## config.mk

```make
export PLATFORM = sky130hd
export DESIGN_NAME = rr_mux_stream_flat
export DESIGN_NICKNAME = d
export VERILOG_FILES = /design/src/rtl/rr_mux_stream_if.sv /design/src/rtl/rr_mux_stream.sv /design/src/flat_wrapper.sv
export SDC_FILE = /design/constraint.sdc
export NUM_CORES = 1
export LEC_CHECK = 0
export BUFFER_PORTS_ARGS = -buffer_cell sky130_fd_sc_hd__buf_2
export CAP_MARGIN = 40
export CORE_MARGIN = 5
export CORE_UTILIZATION = 44
export CTS_BUF_LIST = sky130_fd_sc_hd__clkbuf_4 sky130_fd_sc_hd__clkbuf_8
export DETAILED_ROUTE_END_ITERATION = 16
export PLACE_DENSITY = 0.79
export SLEW_MARGIN = 20
export SYNTH_ARGS = -nofsm -noshare
export SYNTH_HDL_FRONTEND = slang
export SYNTH_SLANG_ARGS = --single-unit
```

## constraint.sdc

```tcl
create_clock -name clk -period 3.1 [get_ports clk]
set_clock_uncertainty 0.2 [all_clocks]
set_input_delay 0.31 -clock clk [delete_from_list [all_inputs] [get_ports clk]]
set_output_delay 0.31 -clock clk [all_outputs]
set_load 0.01 [all_outputs]
```

## src/rtl/rr_mux_stream_if.sv

```systemverilog
// Stream bundle for rr_mux_stream: M input channels plus one output channel.
// Ports: mode, in_data/in_valid/in_ready (M channels), out_data/out_sel/out_valid/out_ready.
interface rr_mux_stream_if #(
  parameter int N = 32,
  parameter int M = 4
);
  localparam int SW = $clog2(M);

  logic           mode;
  logic [M*N-1:0] in_data;
  logic [M-1:0]   in_valid;
  logic [M-1:0]   in_ready;
  logic [N-1:0]   out_data;
  logic [SW-1:0]  out_sel;
  logic           out_valid;
  logic           out_ready;

  modport master (
    output mode, in_data, in_valid, out_ready,
    input  in_ready, out_data, out_sel, out_valid
  );

  modport slave (
    input  mode, in_data, in_valid, out_ready,
    output in_ready, out_data, out_sel, out_valid
  );
endinterface

```

## src/rtl/rr_mux_stream.sv

```systemverilog
// M-input stream mux with round-robin / fixed-priority arbiter and a
// registered output stage. Ports: clk, rst (async high), bus (slave modport).
module rr_mux_stream #(
  parameter int N = 32,
  parameter int M = 4
) (
  input logic          clk,
  input logic          rst,
  rr_mux_stream_if.slave bus
);
  localparam int SW = $clog2(M);

  logic [N-1:0]  data_q;
  logic [SW-1:0] sel_q;
  logic          valid_q;
  logic [SW-1:0] ptr;

  logic          load;
  logic [SW-1:0] base;
  logic          g_any;
  logic [SW-1:0] g_idx;
  logic [SW-1:0] ptr_nxt;
  logic [M-1:0]  rdy;

  // Output slot is free, or is being drained on this edge.
  assign load = !valid_q || bus.out_ready;

  // Fixed priority is round-robin with the search anchored at 0.
  assign base = bus.mode ? '0 : ptr;

  always_comb begin
    int c;
    g_any = 1'b0;
    g_idx = '0;
    c     = 0;
    for (int k = 0; k < M; k++) begin
      c = int'(base) + k;
      if (c >= M) c = c - M;
      if (!g_any && bus.in_valid[c[SW-1:0]]) begin
        g_any = 1'b1;
        g_idx = c[SW-1:0];
      end
    end
  end

  assign ptr_nxt = (g_idx == SW'(M - 1)) ? '0 : g_idx + 1'b1;

  always_comb begin
    rdy = '0;
    for (int i = 0; i < M; i++) begin
      rdy[i] = load && g_any && (g_idx == SW'(i)) && !rst;
    end
  end

  always_ff @(posedge clk or posedge rst) begin
    if (rst) begin
      valid_q <= 1'b0;
      data_q  <= '0;
      sel_q   <= '0;
      ptr     <= '0;
    end else if (load) begin
      if (g_any) begin
        valid_q <= 1'b1;
        data_q  <= bus.in_data[int'(g_idx)*N +: N];
        sel_q   <= g_idx;
        if (!bus.mode) ptr <= ptr_nxt;
      end else begin
        valid_q <= 1'b0;
      end
    end
  end

  assign bus.in_ready  = rdy;
  assign bus.out_data  = data_q;
  assign bus.out_sel   = sel_q;
  assign bus.out_valid = valid_q;
endmodule

```

## src/flat_wrapper.sv

```systemverilog
// flat-port wrapper written by rule: the top's interface ports become plain ports
module rr_mux_stream_flat 
#(
  parameter int N = 32,
  parameter int M = 4
)
  (clk, rst, bus_mode, bus_in_data, bus_in_valid, bus_out_ready, bus_in_ready, bus_out_data, bus_out_sel, bus_out_valid);
  rr_mux_stream_if #(.N(N), .M(M)) bus_i ();
  input logic clk;
  input logic rst;
  input wire logic [$bits(bus_i.mode)-1:0] bus_mode;
  input wire logic [$bits(bus_i.in_data)-1:0] bus_in_data;
  input wire logic [$bits(bus_i.in_valid)-1:0] bus_in_valid;
  input wire logic [$bits(bus_i.out_ready)-1:0] bus_out_ready;
  output wire logic [$bits(bus_i.in_ready)-1:0] bus_in_ready;
  output wire logic [$bits(bus_i.out_data)-1:0] bus_out_data;
  output wire logic [$bits(bus_i.out_sel)-1:0] bus_out_sel;
  output wire logic [$bits(bus_i.out_valid)-1:0] bus_out_valid;
  assign bus_i.mode = bus_mode;
  assign bus_i.in_data = bus_in_data;
  assign bus_i.in_valid = bus_in_valid;
  assign bus_i.out_ready = bus_out_ready;
  assign bus_in_ready = bus_i.in_ready;
  assign bus_out_data = bus_i.out_data;
  assign bus_out_sel = bus_i.out_sel;
  assign bus_out_valid = bus_i.out_valid;
  rr_mux_stream #(.N(N), .M(M)) u_core (.clk(clk), .rst(rst), .bus(bus_i));
endmodule
```

==> results of run 1 <==
-- metrics by stage --
stage | setup slack (ps) | cell area, sq um
global placement | 402 | 3650
global route | 15.6 | 3790
floorplan | 666 | 2780
detailed placement | 273 | 3650
CTS | 41.1 | 3770
finish | 191 | 3790
-- per-layer routing --
| layer | vias to the layer above | global-route usage | wire [um] |
|---|---|---|---|
| met3 | 7 | 0.0332 | 482 |
| met4 | 0 | 0.0487 | 70 |
| li1 | 1400 | - | - |
| met2 | 98 | 0.355 | 4620 |
| met1 | 1337 | 0.252 | 3390 |
| met5 | - | 0 | 0 |
-- worst register-to-register path, cell delays in order (launching register included) --
cell      delay (ps)
dfrtp_1          490
nand2b_1         250
or3b_1           370
a21oi_1          250
nor3_4           110
inv_4            190
buf_12           290
mux2i_1          410
o221ai_2         150
-- cell usage in the layout (no fill, tap or decap), drive strengths merged, types with 7 or more instances in the layout --
master and count:
nand3 11, o211ai 12, mux2i 52, o21ai 16
a211o 11, dfrtp 37, nand2 40, buf 185
clkbuf 7, o221ai 20
-- cells in the mapped netlist, drive strengths merged, types with 2 or more instances --
library cell / number
mux2i: 52
nand2: 40
dfrtp: 37
o221ai: 20
buf: 19
o21ai: 16
o211ai: 12
a211o: 11
nand3: 11
nor2: 6
nor4: 6
a21oi: 5
clkbuf: 5
inv: 5
nor2b: 3
a21o: 2
mux2: 2
nand2b: 2
o221a: 2
-- timing repair --
item / in CTS / in global routing
buffers inserted: 0 / 3
endpoints found under the hold margin: 37 / 0
gates resized for setup: 0 / 0
setup endpoints to repair: 0 / 1
hold buffers: 1 / 0
-- power breakdown --
group | internal (uW) | switching, uW | total (uW)
logic | 647 | 771 | 1420
registers | 678 | 128 | 806
clock network | 205 | 178 | 384
total | 1530 | 1080 | 2610
-- logic make-up after synthesis --
group	share of synthesized area
compound gates	0.237
buf+inv	0.0689
fa+ha+maj	0.00450
xor+xnor	0.00315
simple gates	0.158
flops	0.333
mux	0.195
-- sequential cells by signal, indices dropped and copies added (netlist names) --
name and count:
u_core.ptr 2, u_core.bus.out_data 32, u_core.bus.out_valid 1, u_core.bus.out_sel 2
-- worst paths after layout --
path,start,endpoint,slack [ps],depth (start not counted)
max in group asynchronous,rst,u_core.bus.out_data[5],2060,4
setup reg to reg,u_core.ptr[1],u_core.bus.out_data[14],280,8
hold reg to reg,u_core.bus.out_sel[1],u_core.bus.out_sel[1],280,2
min in group asynchronous,rst,u_core.bus.out_data[17],420,4
hold / removal,bus_out_ready,u_core.bus.out_valid,80,4
setup / recovery,u_core.ptr[1],bus_in_ready[3],190,8
-- final cells by class --
type                            count  area, sq um
Clock buffer                        7         96.3
Clock inverter                      1         8.76
Fill cell                         573         2450
Inverter                            5         21.3
Multi-Input combinational cell    212         1670
Sequential cell                    37          926
Tap cell                           77         96.3
Timing Repair Buffer              186          976
==> key figures, run 1 <==
Synthesis
  • Largest cells by area after synthesis: dfrtp_1 (33%), mux2i_1 (19%), o221ai_2 (5.4%), nand2_1 (5.3%), a211o_1 (3.5%)
  • Post-synth top area share: 0.333
  • Mean Syn Cell Area: 10.0 sq um
  • Largest area contributor in the netlist: dfrtp_1
  • Sequential fraction of the synthesis area: 0.333
  • Syn nets: about 420
  • Synth Cell Area: approximately 2800 sq um
  • Ys flop type: dfrtp_1
  • Ys async rst share: 1.00
  • Syn. warnings: 0
  • Count of different cell masters after synthesis: 53
  • Cells after synthesis: 278
  • Post-synth EDFFs: 0
  • Synthesis-stage register bit count: 37

Floorplanning
  • Core area: 6240 sq um
  • Die Ht: 89.5 um
  • Initial core utilization: 0.445
  • Die width: slightly below 90 um
  • Die footprint: 8000 sq um
  • Io pins: 175
  • Cell row count: 29

Route
  • Final ANT Viol Nets: 0
  • DRC Markers: 0
  • Total wire length: ~8600 um
  • DR pass1 iterations: 4
  • Via count: 2842
  • DR iter-0 viols: 55
  • Vias per cell: 5.41
  • Routed wire per std cell: 16.3 um

STA
  • Final setup vio count: 0
  • Setup tns final: 0 ps
  • Final hold vios: 0
  • Period minus WS final: 2910 ps
  • Unrepaired setup endpoints after global routing: no
  • Achievable Freq: about 0.34 GHz
  • Tcrit/Tclk final: 0.938
  • Slew Limit Fails: 0
  • Worst-Margin Slew: 617 ps
  • Min Hold Slack: 82.4 ps
  • Slew HR: 0.589

Hold path
  • Hold crit path type: in2reg

GRT
  • Vias in the first global route: between 2000 and 3000
  • GRT Residual Overflow: 0
  • First-pass GRT wire length: roughly 13000 um
  • Largest net degree at the start of global routing: 41
  • Tot GR Track Use: 0.200
  • Initial antenna violation count: 0

Clocking
  • CTS tree: done
  • CTS Root Cell: clkbuf_8
  • CTS clk-pin slew, worst paths: around 80 ps
  • Clock buffers created by TritonCTS: 5
  • Clk Latency, worst-skew pair: 280 ps
  • Clock sink total: 37
  • H-tree levels: 2
  • CTS max path bufs: 2

Layout
  • Antenna cell count: 0
  • Share of layout cells above drive strength 1: 0.480
  • Final Util: 0.607
  • Synth-to-Final Area Change: 36.4%
  • Final non-filler cell total: ~530
  • Nets: roughly 600

Placed design
  • Input/output buffers: 174
  • Post-DP HPWL: 6700 um
  • Cells after DPL: approximately 510
  • Placer Congestion: 0.843

Setup path
  • Worst setup SP type: register
  • Crit path max-delay cell type: dfrtp_1
  • Crit path required time: 2590 ps
  • Worst Path Class, Setup: reg2out
  • Critical Path Fanout Max: 16
  • Critical Path AT: 2400 ps
  • CP peak stage delay: between 400 and 500 ps
  • CP cell instances: nand2b_1 > or3b_1 > a21oi_1 > nor3_4 > inv_4 > ha_1 > and3_1 > buf_2
  • Nature of the critical path endpoint: primary output
  • CP top delay family: simple AND/OR/NAND/NOR gates
  • Bufs and invs on worst path: 2

Run
  • Max Cap Viol: 0

Power
  • Leak: ~0.0019 uW
  • Cell area power density: 688 nW/um^2
  • IR drop worst, VDD: 0.000325 V
  • Total power: 2610 uW

Run status
  • Outcome: completed
No activity file was read; power rests on OpenSTA's default activity.
==> run 2: changes to the inputs <==
--- a/config.mk
+++ b/config.mk
@@ -5,13 +5,15 @@
 export SDC_FILE = /design/constraint.sdc
 export NUM_CORES = 1
 export LEC_CHECK = 0
+export ABC_AREA = 1
 export BUFFER_PORTS_ARGS = -buffer_cell sky130_fd_sc_hd__buf_2
-export CAP_MARGIN = 40
+export CAP_MARGIN = 20
 export CORE_MARGIN = 5
-export CORE_UTILIZATION = 44
+export CORE_UTILIZATION = 46
 export CTS_BUF_LIST = sky130_fd_sc_hd__clkbuf_4 sky130_fd_sc_hd__clkbuf_8
 export DETAILED_ROUTE_END_ITERATION = 16
-export PLACE_DENSITY = 0.79
+export MAX_ROUTING_LAYER = met4
+export PLACE_DENSITY = 0.81
 export SLEW_MARGIN = 20
 export SYNTH_ARGS = -nofsm -noshare
 export SYNTH_HDL_FRONTEND = slang
==> key figures, run 2 <==
Run status
  • Outcome: completed

STA
  • Achievable Freq: 0.341 GHz
  • Tcrit/Tclk final: 0.945
  • Setup tns final: 0 ps
  • Slew HR: 0.679
  • Worst-Margin Slew: about 480 ps
  • Slew Limit Fails: 0
  • Worst Slack Setup Final: around 170 ps
  • Final setup vio count: 0
  • Final hold vios: 0
  • Unrepaired setup endpoints after global routing: no
  • Period minus WS final: 2930 ps

Synthesis
  • Count of different cell masters after synthesis: 22
  • Post-synth EDFFs: 0
  • Syn nets: 663
  • Largest cells by area after synthesis: nand2_1 (35%), dfrtp_1 (31%), nand3_1 (16%), inv_1 (6.1%), buf_2 (3.6%)
  • Most frequent cells after synthesis: nand2_1 (281), nand3_1 (95), inv_1 (49)
  • Post-synth top area share: 0.350
  • Synth Cell Area: 3020 sq um
  • Most numerous cell in the Yosys netlist: nand2_1
  • Sequential fraction of the synthesis area: 0.307
  • Mean Syn Cell Area: 5.74 sq um
  • Syn. warnings: 0
  • Synthesis-stage register bit count: 37
  • Ys async rst share: 1.00
  • Ys flop type: dfrtp_1
  • Largest area contributor in the netlist: nand2_1
  • Cells after synthesis: 526

Layout
  • Commonest cells after routing, fill and taps aside: nand2_1 (281), buf_2 (174), nand3_1 (95)
  • Filler instances: 630
  • Area of the multi-input gates: between 1500 and 2000 sq um
  • Antenna cell count: 0
  • Nets: 826
  • Final Util: 0.627
  • Share of layout cells above drive strength 1: 0.299
  • Design Area, Final: 3980 sq um
  • Max reg flops: 32
  • Register area: 926 sq um
  • Commonest non-fill, non-tap cell in the layout: nand2_1
  • Synth-to-Final Area Change: 32.0%

GRT
  • First-pass GRT wire length: ~16000 um
  • Vias in the first global route: 3661
  • Tot GR Track Use: 0.236
  • GRT Residual Overflow: 0
  • Initial antenna violation count: 0
  • Largest net degree at the start of global routing: 45

Route
  • DR pass1 iterations: 4
  • Vias per cell: between 4 and 5
  • DRC Markers: 0
  • DR iter-0 viols: 189
  • Via count: 3754
  • Final ANT Viol Nets: 0
  • Total wire length: 9770 um
  • Routed wire per std cell: 12.8 um

Floorplanning
  • Core area: 6350 sq um
  • Initial core utilization: 0.475
  • Die Ht: 91.0 um
  • Die width: 91.0 um
  • Cell row count: 29
  • Io pins: 175
  • Die footprint: 8280 sq um

Power
  • Sequential fraction of design power: 0.240
  • Clock power share: 0.085
  • IR drop worst, VDD: 0.000454 V
  • Combinational power share: 0.675
  • Cell area power density: 897 nW/um^2
  • Leak: approximately 0.0026 uW
  • Sw Ratio: 0.525
  • P_sw: between 1500 and 2000 uW
  • Total power: 3570 uW
  • Internal: between 1500 and 2000 uW

Hold path
  • Hold crit path type: in2reg

Setup path
  • Nature of the critical path endpoint: primary output
  • Critical Path Fanout Max: 27
  • Critical Path AT: 2420 ps
  • Worst Path Class, Setup: reg2out
  • Crit path required time: 2590 ps
  • Worst setup SP type: register

Placed design
  • Placement Setup Slack: around 420 ps
  • Area post-placement: 3870 sq um
  • Input/output buffers: 174
  • Post-DP HPWL: 7500 um
  • Placer Congestion: 0.886

Clocking
  • Clk Latency, worst-skew pair: 280 ps
  • CTS max path bufs: 2
  • Clock buffers created by TritonCTS: 5
  • CTS Root Cell: clkbuf_8
  • CTS tree: done
  • CTS clk-pin slew, worst paths: 70 ps
  • Clock sink total: 37
  • H-tree levels: 2

Run
  • Max Cap Viol: 0
==> run 2: cell count changes after synthesis, sizes merged, moves of 6 or more <==
cell	change
nand2	+248
nand3	+85
mux2i	-52
inv	+49
o221ai	-20
o211ai	-12
a211o	-11
o21ai	-11
buf	+10
nor4	-6
==> run 2: worst paths after layout <==
kind	from	end	slack, ps	cells past startpoint
worst max-delay path	u_core.ptr[0]	bus_in_ready[2]	170	11
worst min-delay path	bus_out_ready	u_core.bus.out_valid	30	2
worst max register to register	u_core.ptr[0]	u_core.bus.out_data[7]	510	15
worst min register to register	u_core.bus.out_data[31]	u_core.bus.out_data[31]	280	2
max in group asynchronous	rst	u_core.bus.out_data[15]	1850	4
min in group asynchronous	rst	u_core.ptr[1]	510	4
==> run 2: final cells by class <==
type / instances / area share
timing repair buffer: 186 / 0.242
clock buffer: 5 / 0.0173
tap: 77 / 0.0242
multi-input combinational: 405 / 0.429
inverter: 54 / 0.0537
clock inverter: 1 / 0.00126
sequential: 37 / 0.232
==> run 2: timing repair <==
action,4_1_cts,5_1_grt
endpoints found under the hold margin,37,0
hold buffers,1,0
setup buffers,0,3
endpoints found under the setup margin,0,2
resized for setup,0,2
==> run 2: power by group through the flow <==
| stage | sequential [uW] | clock (uW) | combinational (uW) |
|---|---|---|---|
| after CTS | 857 | 316 | 2380 |
| after global placement | 866 | 0 | 2350 |
| final | 858 | 304 | 2410 |
| after global routing | 884 | 332 | 2740 |
| after detailed placement | 862 | 0 | 2380 |
| after floorplan | 934 | 0 | 1690 |
==> run 2: per-stage QoR <==
step           hold WS [ps]  instances
3_3_place_gp            260        755
4_1_cts                17.2        762
3_5_place_dp            265        755
5_1_grt                49.7        765
2_1_floorplan           206        526
6_report               33.0        765
==> run 2: worst max-delay path, cell delays in order, from the launching register on <==
cell     delay, ps
dfrtp_1        500
nand2_4        110
nand2_1         70
nand2_1         80
nand2_1        100
nand2_1         80
a21oi_1        170
nand2_2        100
nand2_4        250
inv_6          150
nor3_1         320
buf_2          200
==> run 2: cell families after synthesis <==
group,synth area share
buffers and inverters,0.127
DFF,0.307
adders and majority gates,0.00415
AOI/OAI and AO/OA,0.0149
and+or+nand+nor,0.547
==> run 2: metal layers <==
metal  GRT usage  vias up  part of all wire
li1            -     1939                 -
met1       0.278     1651              0.41
met2       0.415      157              0.49
met3      0.0537        7             0.095
met4      0.0465        0            0.0083
met5           -        -                 0
==> run 3: changes to the inputs <==
--- a/config.mk
+++ b/config.mk
@@ -14,6 +14,7 @@
 export DETAILED_ROUTE_END_ITERATION = 16
 export MAX_ROUTING_LAYER = met4
 export PLACE_DENSITY = 0.81
+export RECOVER_POWER = 100
 export SLEW_MARGIN = 20
 export SYNTH_ARGS = -nofsm -noshare
 export SYNTH_HDL_FRONTEND = slang
==> key figures, run 3 (same netlist as run 2, synthesis figures left out) <==
Setup path
  • Worst Path Class, Setup: reg2out
  • CP peak stage delay: roughly 500 ps
  • Worst setup SP type: register
  • Critical Path AT: approximately 2400 ps
  • Crit path required time: 2590 ps
  • CP cell instances: nand2_4 > nand2_1 > nand2_1 > nand2_1 > nand2_1 > a21oi_1 > nand2_2 > nand2_4 > inv_6 > nor3_1 > buf_2
  • Nature of the critical path endpoint: primary output
  • Critical Path Fanout Max: 27
  • Crit path max-delay cell type: dfrtp_1
  • Crit path top cell by count: nand2_1

Floorplanning
  • Die footprint: 8280 sq um
  • Io pins: 175
  • Die width: 91.0 um
  • Core area: 6350 sq um
  • Cell row count: 29
  • Initial core utilization: 0.475
  • Die Ht: 91.0 um

GRT
  • Vias in the first global route: 3661
  • Initial antenna violation count: 0
  • Tot GR Track Use: 0.236
  • GRT Residual Overflow: 0
  • Largest net degree at the start of global routing: 45
  • First-pass GRT wire length: 16200 um

Route
  • DR pass1 iterations: 4
  • Total wire length: around 9800 um
  • DR iter-0 viols: 174
  • Via count: 3771
  • Routed wire per std cell: around 13 um
  • DRC Markers: 0
  • Final ANT Viol Nets: 0
  • Vias per cell: 4.93

Clocking
  • Clk Latency, worst-skew pair: 280 ps
  • CTS max path bufs: 2
  • H-tree levels: 2
  • Clock buffers created by TritonCTS: 5
  • CTS clk-pin slew, worst paths: 70 ps
  • CTS Root Cell: clkbuf_8
  • CTS tree: done
  • Clock sink total: 37

Layout
  • Synth-to-Final Area Change: 30.3%
  • Commonest non-fill, non-tap cell in the layout: nand2_1
  • Final non-filler cell total: 765
  • Nets: 826
  • Filler instances: 660
  • Share of layout cells above drive strength 1: 0.244
  • Max reg flops: 32
  • Final Util: 0.619
  • Antenna cell count: 0
  • Commonest cells after routing, fill and taps aside: nand2_1 (281), buf_2 (137), nand3_1 (95)

STA
  • Final setup vio count: 0
  • Final hold vios: 0
  • Period minus WS final: 2930 ps
  • Unrepaired setup endpoints after global routing: no
  • Setup tns final: 0 ps
  • Worst-Margin Slew: about 930 ps
  • Slew HR: 0.380
  • Slew Limit Fails: 0
  • Tcrit/Tclk final: 0.945
  • Achievable Freq: 0.341 GHz

Placed design
  • Cells after DPL: around 760
  • Placer Congestion: 0.886
  • Post-DP HPWL: 7500 um
  • Input/output buffers: 174

Power
  • Sw Ratio: 0.536
  • Clock power share: 0.087
  • P_sw: 1890 uW
  • Cell area power density: about 900 nW/um^2
  • IR drop worst, VDD: approximately 0.00045 V
  • Leak: 0.00250 uW
  • Sequential fraction of design power: 0.246
  • Combinational power share: 0.667
  • Internal: 1630 uW

Run
  • Max Cap Viol: 0

Hold path
  • Hold crit path type: in2reg

Run status
  • Outcome: completed
run 3: cell count changes in the layout (fill, tap and decap cells not counted), sizes merged:
cell    change
buf        -40
clkbuf     +40
run 3: stage by stage:
step	area (sq um)	hold WS (ps)	setup slack (ps)	total power, uW
after floorplan	3020	206	840	2620
after detailed placement	3870	265	421	3240
after global routing	3930	49.7	15.7	3900
after global placement	3870	260	385	3220
after CTS	3950	17.2	137	3560
final	3930	32.0	170	3520
run 3: worst max-delay path, delay by kind of cell (launching register included):
kind                   cells  cell delay, ps
and+or+nand+nor            8            1110
AOI/OAI and AO/OA          1             170
buffers and inverters      2             350
DFF                        1             500
run 3: final timing paths:
| kind | end | slack [ps] | cells after the start | startpoint |
|---|---|---|---|---|
| setup / recovery | bus_in_ready[2] | 170 | 11 | u_core.ptr[0] |
| hold / removal | u_core.bus.out_valid | 30 | 2 | bus_out_ready |
| setup reg to reg | u_core.bus.out_data[8] | 320 | 13 | u_core.ptr[0] |
| hold reg to reg | u_core.bus.out_data[31] | 290 | 2 | u_core.bus.out_data[31] |
| max in group asynchronous | u_core.bus.out_data[15] | 1440 | 4 | rst |
| min in group asynchronous | u_core.ptr[1] | 680 | 4 | rst |
run 3: what timing repair did:
action | in CTS | in global routing
hold buffers | 1 | 0
endpoints found under the setup margin | 0 | 2
setup buffers | 0 | 3
resized for setup | 0 | 2
hold endpoints to repair | 37 | 0
run 3: routing by layer:
layer  vias to the layer above  track usage  part of all wire
met4                         0       0.0465            0.0082
met5                         -            -                 0
li1                       1936            -                 -
met2                       158        0.415              0.48
met1                      1670        0.278              0.42
met3                         7       0.0537             0.094
run 3: final cells by class:
cell class	instances	area [sq um]	share of cell area
repair buffers	186	912	0.232
clock buffers	5	68.8	0.0175
flip-flops and latches	37	926	0.236
inverters	54	214	0.0544
clock inverters	1	5.00	0.00127
well taps	77	96.3	0.0245
multi-input cells	405	1710	0.435
run 3: power by group through the flow:
stage | Combinational, uW | Sequential (uW) | Clock, uW
2_1_floorplan | 1690 | 934 | 0
3_5_place_dp | 2380 | 862 | 0
4_1_cts | 2380 | 857 | 316
3_3_place_gp | 2350 | 866 | 0
5_1_grt | 2680 | 891 | 332
6_report | 2350 | 865 | 305
